### config.mk
export PLATFORM = sky130hd
export DESIGN_NAME = vedic_mult_pipe
export DESIGN_NICKNAME = d
export VERILOG_FILES = /design/src/rtl/vedic_pkg.sv /design/src/rtl/vedic_combine_level.sv /design/src/rtl/vedic_mult_pipe.sv
export SDC_FILE = /design/constraint.sdc
export NUM_CORES = 1
export LEC_CHECK = 0
export CAP_MARGIN = 20
export CORE_MARGIN = 1.5
export CORE_UTILIZATION = 44
export DETAILED_ROUTE_END_ITERATION = 12
export PLACE_DENSITY = 0.62
export SLEW_MARGIN = 10
export SYNTH_ARGS = -nofsm -noshare
export SYNTH_HDL_FRONTEND = slang
export SYNTH_SLANG_ARGS = --single-unit
export TNS_END_PERCENT = 5
### constraint.sdc
create_clock -name clk -period 4.4 [get_ports clk]
set_input_delay 0.88 -clock clk [delete_from_list [all_inputs] [get_ports clk]]
set_output_delay 0.88 -clock clk [all_outputs]
set_load 0.01 [all_outputs]
### src/rtl/vedic_pkg.sv
// Shared constants and helpers for the pipelined Vedic multiplier.
// Optional feature macro used by the top: VEDIC_SIGNED_EN.
package vedic_pkg;

  // Width of the base partial products formed in stage 1.
  localparam int BASE_W = 2;

  function automatic int clog2(input int v);
    int r;
    r = 0;
    for (int i = 0; i < 31; i++) begin
      if ((1 << i) < v) r = i + 1;
    end
    return r;
  endfunction

  // Pipeline depth: one register per recursion level, 2x2 up to WxW.
  function automatic int VEDIC_LAT(input int w);
    return clog2(w);
  endfunction

  // Bits held by stage s (1-based): (W/2^s)^2 products of 2^(s+1) bits each.
  function automatic int stage_bits(input int w, input int s);
    return (2 * w * w) >> s;
  endfunction

  // Offset of stage s inside the flattened pipeline vector.
  function automatic int stage_off(input int w, input int s);
    return (2 * w * w) - ((2 * w * w) >> (s - 1));
  endfunction

endpackage

### src/rtl/vedic_combine_level.sv
// One recursion level of the Vedic multiplier: combines groups of four
// half-width partial products into full-width products and registers them.
// Products are stored row-major by (a-chunk, b-chunk) index, LSB chunk first.
module vedic_combine_level
  import vedic_pkg::*;
#(
  parameter int LVL_W = 4,
  parameter int NPROD = 1
) (
  input  logic                       clk,
  input  logic                       rst,
  input  logic                       en,
  input  logic [4*NPROD*LVL_W-1:0]   in_p,
  output logic [2*NPROD*LVL_W-1:0]   out_p
);

  localparam int H  = LVL_W / 2;
  localparam int PW = 2 * LVL_W;
  localparam int S  = 1 << (clog2(NPROD) / 2);
  localparam int CS = 2 * S;

  logic [2*NPROD*LVL_W-1:0] sum;

  for (genvar gi = 0; gi < S; gi++) begin : g_row
    for (genvar gj = 0; gj < S; gj++) begin : g_col
      localparam int O  = gi * S + gj;
      localparam int LL = (2 * gi) * CS + 2 * gj;
      localparam int HL = (2 * gi + 1) * CS + 2 * gj;
      localparam int LH = (2 * gi) * CS + 2 * gj + 1;
      localparam int HH = (2 * gi + 1) * CS + 2 * gj + 1;

      logic [PW-1:0] pll, phl, plh, phh;
      assign pll = {{LVL_W{1'b0}}, in_p[LL*LVL_W +: LVL_W]};
      assign phl = {{LVL_W{1'b0}}, in_p[HL*LVL_W +: LVL_W]};
      assign plh = {{LVL_W{1'b0}}, in_p[LH*LVL_W +: LVL_W]};
      assign phh = {{LVL_W{1'b0}}, in_p[HH*LVL_W +: LVL_W]};

      // Full-width sum; the cross terms cannot overflow PW bits.
      assign sum[O*PW +: PW] = pll + ((phl + plh) << H) + (phh << LVL_W);
    end
  end

  // Register the combined products; hold while the pipe is stalled.
  always_ff @(posedge clk) begin
    if (rst) begin
      out_p <= '0;
    end else if (en) begin
      out_p <= sum;
    end
  end

endmodule

### src/rtl/vedic_mult_pipe.sv
// Pipelined Vedic (Urdhva-Tiryagbhyam) multiplier with valid/ready handshake.
// Latency log2(WIDTH); the whole pipe freezes while the output is stalled.
// Define VEDIC_SIGNED_EN to add the in_signed port and two's complement mode.
module vedic_mult_pipe
  import vedic_pkg::*;
#(
  parameter int WIDTH = 16,
  parameter int TAG_W = 4
) (
  input  logic               clk,
  input  logic               rst,
  input  logic               in_valid,
  output logic               in_ready,
  input  logic [WIDTH-1:0]   a,
  input  logic [WIDTH-1:0]   b,
  input  logic [TAG_W-1:0]   in_tag,
`ifdef VEDIC_SIGNED_EN
  input  logic               in_signed,
`endif
  output logic               out_valid,
  input  logic               out_ready,
  output logic [2*WIDTH-1:0] result,
  output logic [TAG_W-1:0]   out_tag
);

  localparam int LAT = VEDIC_LAT(WIDTH);
  localparam int NB  = WIDTH / BASE_W;
  localparam int PB  = 2 * BASE_W;
  localparam int TOT = stage_off(WIDTH, LAT + 1);

  logic                 stall;
  logic                 adv;
  logic [WIDTH-1:0]     opa, opb;
  logic [WIDTH*WIDTH-1:0] base_nxt, base_q;
  logic [TOT-1:0]       pipe;
  logic [2*WIDTH-1:0]   prod;
  logic [LAT-1:0]       vld;
  logic [TAG_W-1:0]     tagq [LAT];

  assign stall     = out_valid & ~out_ready;
  assign adv       = ~stall;
  assign in_ready  = ~stall;
  assign out_valid = vld[LAT-1];
  assign out_tag   = tagq[LAT-1];

`ifdef VEDIC_SIGNED_EN
  logic           sgn_in;
  logic [LAT-1:0] sgn;

  // Magnitudes feed the unsigned core; the most negative value maps to 2^(W-1).
  assign opa    = (in_signed & a[WIDTH-1]) ? -a : a;
  assign opb    = (in_signed & b[WIDTH-1]) ? -b : b;
  assign sgn_in = in_signed & (a[WIDTH-1] ^ b[WIDTH-1]);

  // Sign flag rides alongside the valid chain.
  always_ff @(posedge clk) begin
    if (rst) begin
      sgn <= '0;
    end else if (adv) begin
      sgn <= {sgn[LAT-2:0], sgn_in};
    end
  end

  assign result = sgn[LAT-1] ? -prod : prod;
`else
  assign opa    = a;
  assign opb    = b;
  assign result = prod;
`endif

  for (genvar i = 0; i < NB; i++) begin : g_ba
    for (genvar j = 0; j < NB; j++) begin : g_bb
      assign base_nxt[(i*NB+j)*PB +: PB] =
        {{BASE_W{1'b0}}, opa[i*BASE_W +: BASE_W]} *
        {{BASE_W{1'b0}}, opb[j*BASE_W +: BASE_W]};
    end
  end

  // Stage 1: register every 2x2 base product.
  always_ff @(posedge clk) begin
    if (rst) begin
      base_q <= '0;
    end else if (adv) begin
      base_q <= base_nxt;
    end
  end

  assign pipe[WIDTH*WIDTH-1:0] = base_q;

  for (genvar s = 2; s <= LAT; s++) begin : g_lvl
    vedic_combine_level #(
      .LVL_W (1 << s),
      .NPROD ((WIDTH >> s) * (WIDTH >> s))
    ) u_lvl (
      .clk   (clk),
      .rst   (rst),
      .en    (adv),
      .in_p  (pipe[stage_off(WIDTH, s-1) +: stage_bits(WIDTH, s-1)]),
      .out_p (pipe[stage_off(WIDTH, s)   +: stage_bits(WIDTH, s)])
    );
  end

  assign prod = pipe[TOT-1 -: 2*WIDTH];

  // Valid and tag shift chain, frozen together with the data stages.
  always_ff @(posedge clk) begin
    if (rst) begin
      vld <= '0;
      for (int k = 0; k < LAT; k++) tagq[k] <= '0;
    end else if (adv) begin
      vld     <= {vld[LAT-2:0], in_valid};
      tagq[0] <= in_tag;
      for (int k = 1; k < LAT; k++) tagq[k] <= tagq[k-1];
    end
  end

endmodule
==> results by group <==
Synthesis
  – Post-synth ARST share: 0
  – Leading cell types by total area after synthesis: sky130_fd_sc_hd__dfxtp_1, sky130_fd_sc_hd__ha_1, sky130_fd_sc_hd__nand2_1
  – Number of register bits inferred by synthesis: 500
  – Synthesis warning total: 0
  – Synthesized netlist cell count: 3384
  – Area of the mapped netlist: 28400 um2
  – Average cell area after synthesis: 8.41 um2
  – Post-synthesis net count: 3840
  – Area share of the leading cell type in the synthesized netlist: 0.341
  – Most used DFF post-synth: sky130_fd_sc_hd__dfxtp_1
  – Cell type with the largest total area after synthesis: sky130_fd_sc_hd__dfxtp_1
  – Number of synthesized flops with an enable pin: 16
  – Sequential cell area fraction in the yosys report: 0.358
  – Number of different library cells in the post-synthesis netlist: 59

Placement
  – Number of port buffers: 77
  – HPWL after detailed placement: 42.2 mm
  – Global placement routability congestion: 0.829
  – Setup Slack @ Placement: 0.489 ns
  – Inst Count DP: 4136

Setup path
  – Gate family responsible for the most delay along the worst path: compound AO/OA/AOI/OAI gates
  – WP buf/inv: 1
  – Critical Path Max Stage Delay: 0.36 ns
  – Critical path data arrival time: 4.41 ns
  – Required time at the endpoint of the critical path: 4.89 ns
  – Dominant cell type by count on the critical path: sky130_fd_sc_hd__a21o_1
  – CP Launch Type: register
  – Worst path cell trace: ha_1, inv_1, fa_1, nor2b_1, o21a_1, o21ai_0, nand2b_1, a21o_1, a21o_1, a21o_1, xor2_1, ha_1, a21o_1, a21o_1, a21o_1, a211oi_1, o21ai_0, a21oi_1, xnor2_1, a22o_1
  – Crit Path Max Fanout: 6
  – Slowest stage cell on the critical path: sky130_fd_sc_hd__ha_1
  – Critical Path Sink Type: register
  – Startpoint-to-endpoint class of the critical path: register to register

Finish
  – Fin cells: 4240
  – Fraction of layout cells with a size suffix above 1: 0.0396
  – Most frequent cells in the layout: sky130_fd_sc_hd__nand2_1, sky130_fd_sc_hd__a21oi_1, sky130_fd_sc_hd__dfxtp_1
  – Net count of the finished layout: 3794
  – Layout Area Growth over Synthesis: 11.4%
  – Most common library cell in the layout ignoring fill and taps: sky130_fd_sc_hd__nand2_1

Route
  – Initial detailed-routing violation count: 1449
  – Detailed-route wire length on metal 1: 33.4 mm
  – Met2 wire len: 29.3 mm
  – Number of optimization iterations in the first detailed-route pass: 4
  – Wire length on met3: 2.43 mm
  – DR top layer: met4
  – Routed Wire Length: 66.5 mm
  – Average wire per cell in the routed design: 15.7 um
  – Via/cell ratio: 5.16
  – DRC Markers: 0
  – Number of antenna-violating nets in the routed design: 0
  – Count of vias placed by the detailed router: 21858

Floorplanning
  – Row count: 93
  – Initial standard-cell utilization of the core: 0.444
  – Die Span Y: 257 um
  – Die area: 66200 um2
  – Placeable core area: 64100 um2
  – Horizontal die dimension: 257 um
  – I/O pin total: 78

Timing
  – Accumulated negative setup slack: 0 ns
  – Endpoints failing hold: 0
  – Min Tclk post-route: 3.92 ns
  – Worst slew margin relative to its limit: 0.252
  – Setup clock skew after layout: 0.0191 ns
  – Maximum clock frequency: 255 MHz
  – Setup repair after global routing missed its margin: false
  – Worst-margin pin slew: 1.12 ns
  – Pins over their slew limit: 0
  – Finish-stage setup viols: 0
  – Share of the clock period used by the worst path after layout: 0.891
  – Final worst setup slack: 0.479 ns

Clock network
  – Clock H-tree levels: 2
  – Clock slew seen by the registers of the worst setup and hold paths: 0.06 ns
  – Buffers from clock root to sink, at most: 3
  – Clock root cell: sky130_fd_sc_hd__clkbuf_16
  – Hold buffer count at cts: 0
  – CTS tree: yes
  – CTS resizes: 0
  – Buffers inserted during post-CTS setup optimization: 0
  – Clock latency on the worst-skew pair: 0.61 ns
  – Num Clock Sinks: 500
  – TritonCTS Buffers: 55

Global route
  – Number of antenna violations at the first check in global routing: 3
  – Remaining global-route overflow: 0
  – Number of global-route vias before repair: 20670
  – Overall Global Routing Usage: 0.202
  – Maximum number of pins on one net before global-route repair: 216
  – Wire length of the first global-routing pass: 110 mm

Job
  – Max Cap Viol: 0

Power and ir drop
  – Total power per unit cell area: 370 nW/um2
  – Largest vdd supply drop: 322 uV
  – Pwr Total: 11.7 mW
  – Pleak: 15.0 nW

Min path
  – Classification of the worst-slack hold path: register to register

Outcome
  – Status: finished clean
## stage by stage
stage / utilization / hold WS, ns / area [um2]
2_1_floorplan: - / 0.432 / 28400
3_3_place_gp: 0.464 / 0.439 / 29800
3_5_place_dp: 0.464 / 0.444 / 29800
4_1_cts: 0.494 / 0.445 / 31700
5_1_grt: 0.494 / 0.469 / 31700
6_report: 0.494 / 0.446 / 31700
## worst min-delay path: cells and delay by family (launching register included)
kind	cells	cell delay (ns)
and+or+nand+nor	1	0.05
DFF	1	0.31
AOI/OAI and AO/OA	1	0.05
## where the power goes
part | switching (mW) | total, mW | internal (mW)
combinational | 1.02 | 1.81 | 0.795
sequential | 0.190 | 5.03 | 4.84
clock | 1.97 | 4.88 | 2.91
total | 3.18 | 11.7 | 8.54
## state kept, by name, indices dropped and copies added (netlist names)
signal and flops:
vld 4, g_lvl.u_lvl.out_p 224, base_q 256, tagq 16
## synthesized netlist by cell type (all sizes together), types with 16 or more instances
cell type and count:
nand3 71, xnor2 144, nand2 796, edfxtp 16, ha 374, a21oi 536, o21bai 20, nor2 89
o21ai 24, dfxtp 484, clkbuf 185, a21o 160, fa 42, xor2 44, a211oi 33, and2 210
inv 42
## logic make-up after synthesis
family,synth area share
AO/OA/AOI/OAI,0.172
XOR/XNOR,0.0579
adder cells (fa/ha/maj),0.194
buffers and inverters,0.0337
flip-flops,0.358
multiplexers,0.000704
AND/OR/NAND/NOR,0.184
## cell type report
type | count | area [um2]
fillers | 6276 | 32400
multi-input cells | 2640 | 17300
flip-flops and latches | 500 | 10200
clock buffers | 77 | 1650
well taps | 855 | 1070
repair buffers | 98 | 1030
clock inverters | 26 | 278
inverters | 43 | 169
diodes | 1 | 2.50
## final timing paths
| check | depth (start not counted) | start | slack [ns] | to |
|---|---|---|---|---|
| max | 20 | g_lvl[3].u_lvl.out_p[16] | 0.48 | g_lvl[4].u_lvl.out_p[23] |
| min | 2 | base_q[137] | 0.45 | g_lvl[2].u_lvl.out_p[73] |
| max reg2reg | 20 | g_lvl[3].u_lvl.out_p[16] | 0.48 | g_lvl[4].u_lvl.out_p[23] |
| min reg2reg | 2 | base_q[137] | 0.45 | g_lvl[2].u_lvl.out_p[73] |
## layer usage
layer,GRT usage,up-vias
met5,0,-
met4,0.0495,0
met3,0.0275,83
met2,0.317,276
met1,0.291,10112
li1,-,11387
Note: power is estimated with default switching activity, not from simulation.
